==> src/rtl/regbank_access_ctrl.sv <==
// Initiator-side controller for register_bank: sequences READ/WRITE/INCR/CLEAR
// commands onto the bank's single write port and async read port, one response per command.
module regbank_access_ctrl #(
    parameter int DATA_W = 8,
    parameter int ADDR_W = 3
) (
    input  logic              clk,
    input  logic              rst,
    input  logic              cmd_valid,
    output logic              cmd_ready,
    input  logic [1:0]        cmd_op,
    input  logic [ADDR_W-1:0] cmd_addr,
    input  logic [DATA_W-1:0] cmd_data,
    output logic              rsp_valid,
    input  logic              rsp_ready,
    output logic [DATA_W-1:0] rsp_data,
    output logic              rsp_err,
    output logic              rsp_carry,
    output logic              busy,
    output logic              bank_we,
    output logic [ADDR_W-1:0] bank_write_addr,
    output logic [DATA_W-1:0] bank_write_data,
    output logic [ADDR_W-1:0] bank_read_addr,
    input  logic [DATA_W-1:0] bank_read_data
);

    localparam logic [1:0] OP_READ  = 2'b00;
    localparam logic [1:0] OP_WRITE = 2'b01;
    localparam logic [1:0] OP_INCR  = 2'b10;
    localparam logic [1:0] OP_CLEAR = 2'b11;

    typedef enum logic [1:0] {
        IDLE = 2'b00,
        RD   = 2'b01,
        WR   = 2'b10,
        RESP = 2'b11
    } state_t;

    state_t            state;
    state_t            next_state;
    logic [1:0]        op_q;
    logic [ADDR_W-1:0] addr_q;
    logic              carry_q;
    logic              accept;
    logic              rsp_done;
    logic [DATA_W-1:0] incr_value;

    always_ff @(posedge clk) begin
        if (rst) begin
            state <= IDLE;
        end else begin
            state <= next_state;
        end
    end

    always_comb begin
        next_state = state;
        case (state)
            IDLE: begin
                if (accept) begin
                    if (cmd_op == OP_READ || cmd_op == OP_INCR) begin
                        next_state = RD;
                    end else begin
                        next_state = WR;
                    end
                end
            end
            RD: begin
                if (op_q == OP_INCR) begin
                    next_state = WR;
                end else begin
                    next_state = RESP;
                end
            end
            WR: begin
                next_state = RESP;
            end
            RESP: begin
                if (rsp_done) begin
                    next_state = IDLE;
                end
            end
            default: begin
                next_state = IDLE;
            end
        endcase
    end

    always_comb begin
        busy       = (state != IDLE);
        accept     = (state == IDLE) && cmd_valid && cmd_ready;
        rsp_done   = (state == RESP) && rsp_valid && rsp_ready;
        incr_value = bank_read_data + {{(DATA_W-1){1'b0}}, 1'b1};
    end

    // Datapath: every bank-facing and response output is a register, so the
    // bank sees clean, glitch-free controls and bank_we lasts exactly one cycle.
    always_ff @(posedge clk) begin
        if (rst) begin
            cmd_ready       <= 1'b0;
            op_q            <= '0;
            addr_q          <= '0;
            carry_q         <= 1'b0;
            bank_we         <= 1'b0;
            bank_write_addr <= '0;
            bank_write_data <= '0;
            bank_read_addr  <= '0;
            rsp_valid       <= 1'b0;
            rsp_data        <= '0;
            rsp_err         <= 1'b0;
            rsp_carry       <= 1'b0;
        end else begin
            cmd_ready <= (next_state == IDLE);
            bank_we   <= 1'b0;

            if (accept) begin
                op_q            <= cmd_op;
                addr_q          <= cmd_addr;
                carry_q         <= 1'b0;
                bank_read_addr  <= cmd_addr;
                bank_write_addr <= cmd_addr;
                bank_write_data <= (cmd_op == OP_WRITE) ? cmd_data : '0;
                bank_we         <= (cmd_op == OP_WRITE || cmd_op == OP_CLEAR) &&
                                   (cmd_addr != '0);
            end

            if (state == RD) begin
                if (op_q == OP_INCR) begin
                    bank_write_data <= incr_value;
                    carry_q         <= &bank_read_data;
                    bank_we         <= (addr_q != '0);
                end else begin
                    rsp_valid <= 1'b1;
                    rsp_data  <= bank_read_data;
                    rsp_err   <= 1'b0;
                    rsp_carry <= 1'b0;
                end
            end

            // Register 0 is read-only: the write was suppressed, so report 0 and flag it.
            if (state == WR) begin
                rsp_valid <= 1'b1;
                rsp_data  <= (addr_q == '0) ? '0 : bank_write_data;
                rsp_err   <= (addr_q == '0);
                rsp_carry <= (op_q == OP_INCR) && carry_q;
            end

            if (rsp_done) begin
                rsp_valid <= 1'b0;
                rsp_data  <= '0;
                rsp_err   <= 1'b0;
                rsp_carry <= 1'b0;
            end
        end
    end

endmodule

==> config.mk <==
export PLATFORM = sky130hd
export DESIGN_NAME = regbank_access_ctrl
export DESIGN_NICKNAME = d
export VERILOG_FILES = /design/src/rtl/regbank_access_ctrl.sv
export SDC_FILE = /design/constraint.sdc
export NUM_CORES = 1
export LEC_CHECK = 0
export ABC_AREA = 0
export CORE_MARGIN = 4
export CORE_UTILIZATION = 40
export DETAILED_ROUTE_END_ITERATION = 8
export HOLD_SLACK_MARGIN = 0.06
export PLACE_DENSITY = 0.76
export SLEW_MARGIN = 20
export SYNTH_ARGS = -nofsm -noshare
export SYNTH_HDL_FRONTEND = slang
export SYNTH_SLANG_ARGS = --single-unit
==> constraint.sdc <==
create_clock -name clk -period 1.5 [get_ports clk]
set_input_delay 0.375 -clock clk [delete_from_list [all_inputs] [get_ports clk]]
set_output_delay 0.375 -clock clk [all_outputs]
set_load 0.01 [all_outputs]
# After elaboration in Yosys (flattened, before gate mapping)
# Cells that the tools add are included.
[word_totals]
regBits = 29
out_inout_bits = 28
wordCells = 65
[classes]
n_addsub = 1
n_eq_ne = 8
muxes = 26
n_reduce_logical = 19
[ops]
columns = ["cell", "count"]
rows = [
  ["8-bit two-way mux", 8],
  ["1-bit two-way mux", 14],
  ["2-bit == test (second input constant)", 5],
  ["8-bit by 1-bit adder with 8-bit output (second input constant)", 1],
  ["2-bit case mux with 4 select lines", 1],
  ["8-bit AND reduction", 1],
  ["1-bit logical AND", 6],
  ["2-bit logical NOT", 3],
  ["2-bit two-way mux", 3],
  ["3-bit nonzero test", 2],
  ["2-bit by 1-bit == test with 1-bit output (second input constant)", 2],
  ["2-bit nonzero test", 2],
  ["3-bit logical NOT", 1],
  ["1-bit logical OR", 2],
  ["2-bit by 1-bit inequality test with 1-bit output (second input constant)", 1],
  ["2-bit AND reduction", 1],
  ["2-bit OR reduction", 1],
]

# Logic depth before layout (Yosys ltp)
[logic_depth]
depth_word = 6
depth_mapped = 7
depth_no_buf = 6

# Least setup slack after synthesis
# Ideal clock, no wire load.
[synth_path]
path_kind = "reg2reg"
startpoint = "reg state[0]"
endpoint = "reg bank_write_data[0]"
setup_ns = 0.129
t_arrival_ns = 1.382
required_ns = 1.371
path_slack_ns = -0.011
path_stages_with_launch = 8
path_buffers = 1
period_less_slack_ns = 1.511
cell_sequence = "dfxtp_1 inv_1 ha_1 and3_1 buf_2 and3_1 a211oi_1 a211oi_1"
[synth_via]
elab_chain_cells = 6
[synth_rtl]
columns = ["element", "line_no", "source"]
rows = [
  ["start, declared", "39", "state_t state;"],
  ["start signal, assigned", "52", "state <= next_state;"],
  ["2-bit logical NOT", "91", "accept = (state == IDLE) && cmd_valid && cmd_ready;"],
  ["1-bit logical AND (2 in series)", "91", ""],
  ["8-bit two-way mux", "116", "if (accept) begin"],
  ["8-bit two-way mux", "128", "if (op_q == OP_INCR) begin"],
  ["8-bit two-way mux (*)", "127", "if (state == RD) begin"],
  ["end signal, assigned", "122", "bank_write_data <= (cmd_op == OP_WRITE) ? cmd_data : '0;"],
  ["end signal, assigned", "129", "bank_write_data <= incr_value;"],
  ["end, declared", "22", "output logic [DATA_W-1:0] bank_write_data,"],
]
# Mark *: on every way between the ends. The rest lies on a longest branch, timed or not.
# A chain may end at the register's enable or synchronous reset.

# Worst setup path after layout
[layout_path]
startpoint = "reg state[1]"
endpoint = "reg cmd_ready"
[layout_via]
elab_chain_cells = 6
[layout_rtl]
columns = ["element", "line_no", "source"]
rows = [
  ["2-bit == test or 2-bit logical NOT (tied branches)", "58, 92, 91", ""],
  ["1-bit logical AND, on equally long branches (2 in series)", "92, 91", ""],
  ["2-bit two-way mux, on equally long branches", "79, 60", ""],
  ["2-bit case mux with 4 select lines (*)", "58", "case (state)"],
  ["2-bit logical NOT (*)", "113", "cmd_ready <= (next_state == IDLE);"],
  ["end signal, assigned", "113", ""],
  ["end, declared", "10", "output logic cmd_ready,"],
]
# Marks and branches as above.

==> results.cfg <==
[route]
dr.pass1.iters = 5
via_count = 1528
drt_iter0_drc = 113
routedWlPerCell_microns = 14.71
drc = 0
vias_per_cell = 5.180
routed_wl_mm = 4.338
drtAntennaViolNets = 0

[clock_tree]
path_clk_slew_ns = 0.09
postCtsHoldBufs = 0
cts.htree.levels = 2
clockBufferDepth = 2
numCtsBuffers = 5
cts_tree = yes
clk_latency_ns = 0.33
cts_root_buf = clkbuf_4
cts.sinks = 29

[sta]
layout_worst_path_cycle_share_pct = 98.52
hold_violations = 0
drv_slew = 0
min_period_ns = 1.478
timing.slew.headroom_pct = 78.58
clock.fmax_mhz = 676.7
rsz0062_at_grt = true
final-setup-viol-count = 0
skew_ns = 0.007889
tns_ns = 0
worst_slack_ns = 0.02220
worst_pin_slew_ns = 0.3188

[placed_design]
port_buffers = 52
hpwlAfterDp_mm = 3.193
place.gp.congestion = 0.8547
pre_cts_slack_ns = -0.2774

[synth]
synthesis.area_sq_um = 1450
synth_seq_cells = 29
syn_nets = 201
ys_warn_count = 0
ys_seq_area_share_pct = 40.03
yosys-top-cells-area = dfxtp_1, ha_1, nor2_1, a221oi_1, a211oi_1
yosys_most_used_dff = dfxtp_1
synth.most_common_cell = dfxtp_1
syn-mean-instance-area_sq_um = 8.530
synth-edff-count = 0
yosys.area.top_type = dfxtp_1
syn_inst = 170
synthArstFlopShare_pct = 0
synth_common_cells = dfxtp_1, nor2_1, nand2_1, a21oi_1, nor3_1
synth.top_cell.area_share_pct = 40.03
synth_cell_type_count = 35

[outcome]
status = complete, no violations

[global_route]
grt_max_degree = 15
grt_pass1_wl_mm = 6.672
grt_pass1_vias = 1470
grtUsageTotal_pct = 19.51
grt_overflow_total = 0
antenna_found_initial = 0

[finish]
layout.area.seq_sq_um = 586.8
n_antenna_cell = 0
fin_nets = 279
syn_to_final_growth_pct = 61.26
multi_input_area_sq_um = 887.1
drive_above_1_share_pct = 28.11
n_fill_cell = 292

[worst_setup_path]
arrival_ns = 1.76
worst-path-max-fanout = 3
worstSetupEndpointType = flop
critPathLaunchType = flop
required_ns = 1.78
critPathKind = reg -> reg

[worst_hold_path]
hp-class = reg -> reg

[power_and_ir_drop]
powerDensity_nw_per_um2 = 1122
ir_drop_mv = 0.7362
p_leak_uw = 0.001037

[floorplan]
die-area_sq_um = 4653
pin_count = 53
rows = 21
core_area_sq_um = 3416
initial_utilization_pct = 42.45
fp.dieW_microns = 68.21
die_y_microns = 68.21

[flow_run]
maxCapViolCount = 0
cells in the final DEF, fill, tap and decap left out, drive strengths merged:
cell type / n
dfxtp: 29
ha: 6
xnor2: 3
dlygate4sd2: 27
nor2b: 2
mux2: 1
nor3: 11
clkdlybuf4s50: 24
or3: 1
nand3: 7
nand4: 2
a21bo: 1
nor2: 20
a32oi: 1
clkinv: 1
nor3b: 1
a31o: 1
buf: 31
inv: 5
or2b: 1
a21oi: 11
a21boi: 2
a311oi: 2
a211oi: 8
clkbuf: 7
and3b: 1
a221oi: 8
nand2: 16
nand2b: 3
and3: 8
and2: 1
o22ai: 4
xor2: 3
power breakdown:
| group | leakage, uW | switching, uW | total [uW] | internal [uW] |
|---|---|---|---|---|
| clock | 0.0000413 | 283 | 554 | 271 |
| combinational | 0.000757 | 534 | 1090 | 558 |
| sequential | 0.000238 | 81.5 | 978 | 896 |
cells by family (layout without fill, tap and decap cells):
family / Yosys count / in the layout / share of synthesized area, %
buffers and inverters: 16 / 95 / 5.694
muxes: 1 / 1 / 1.035
AOI/OAI and AO/OA: 38 / 38 / 18.90
adders and majority gates: 6 / 6 / 5.177
DFF: 29 / 29 / 40.03
and+or+nand+nor: 74 / 74 / 25.54
xor gates and xnor gates: 6 / 6 / 3.624
critical path: stages (launching register included):
cell      delay, ns
dfxtp_2        0.34
buf_4          0.14
ha_4           0.15
a21boi_1       0.12
mux2_4         0.29
a211oi_2       0.21
and3b_1        0.18
cell type report:
| cell class | instances | area share (%) |
|---|---|---|
| Sequential cell | 29 | 25.09 |
| Clock inverter | 1 | 0.2140 |
| Inverter | 5 | 0.8026 |
| Clock buffer | 7 | 2.782 |
| Multi-Input combinational cell | 125 | 37.93 |
| Tap cell | 46 | 2.461 |
| Timing Repair Buffer | 82 | 30.71 |
per-stage QoR:
stage                     power [uW]  hold WS [ns]  util (%)  instances  area [sq um]
final                           2624        0.4635     68.46        295          2338
after global routing            2786        0.4827     68.46        295          2338
after CTS                       2580        0.4676     66.41        295          2268
after detailed placement        2081        0.4517     64.40        286          2200
after global placement          2069        0.4425     64.40        286          2200
after floorplan                 1531        0.4367         -        170          1470
registers in the layout, indices dropped and copies added (netlist names):
signal and flops:
bank_write_data 8, rsp_data 8, addr_q 3, op_q 2, state 2, bank_we 1
carry_q 1, cmd_ready 1, rsp_carry 1, rsp_err 1, rsp_valid 1
final timing paths:
path / startpoint / cells past startpoint / slack, ns / to
worst max-delay path: state[1]$_SDFF_PP0_ / 6 / 0.02 / cmd_ready$_SDFF_PP0_
worst max register to register: state[1]$_SDFF_PP0_ / 6 / 0.02 / cmd_ready$_SDFF_PP0_
worst min-delay path: rsp_carry$_SDFFE_PP0P_ / 2 / 0.46 / rsp_carry$_SDFFE_PP0P_
worst min register to register: rsp_carry$_SDFFE_PP0P_ / 2 / 0.46 / rsp_carry$_SDFFE_PP0P_
layer usage:
layer  vias to the layer above  global-route usage (%)  wire [microns]
li1                        764                       -               -
met1                       701                   24.32            1889
met2                        53                   31.53            2027
met3                        10                   5.747             321
met4                         0                   7.444              99
met5                         -                       0               0
repair_timing:
item,CTS,global route
buffers inserted,1,0
cloned,0,0
endpoints found under the setup margin,36,15
pin swaps,3,3
endpoints found under the hold margin,0,0
resized for setup,44,14
Power figures use the tool's default switching activity.
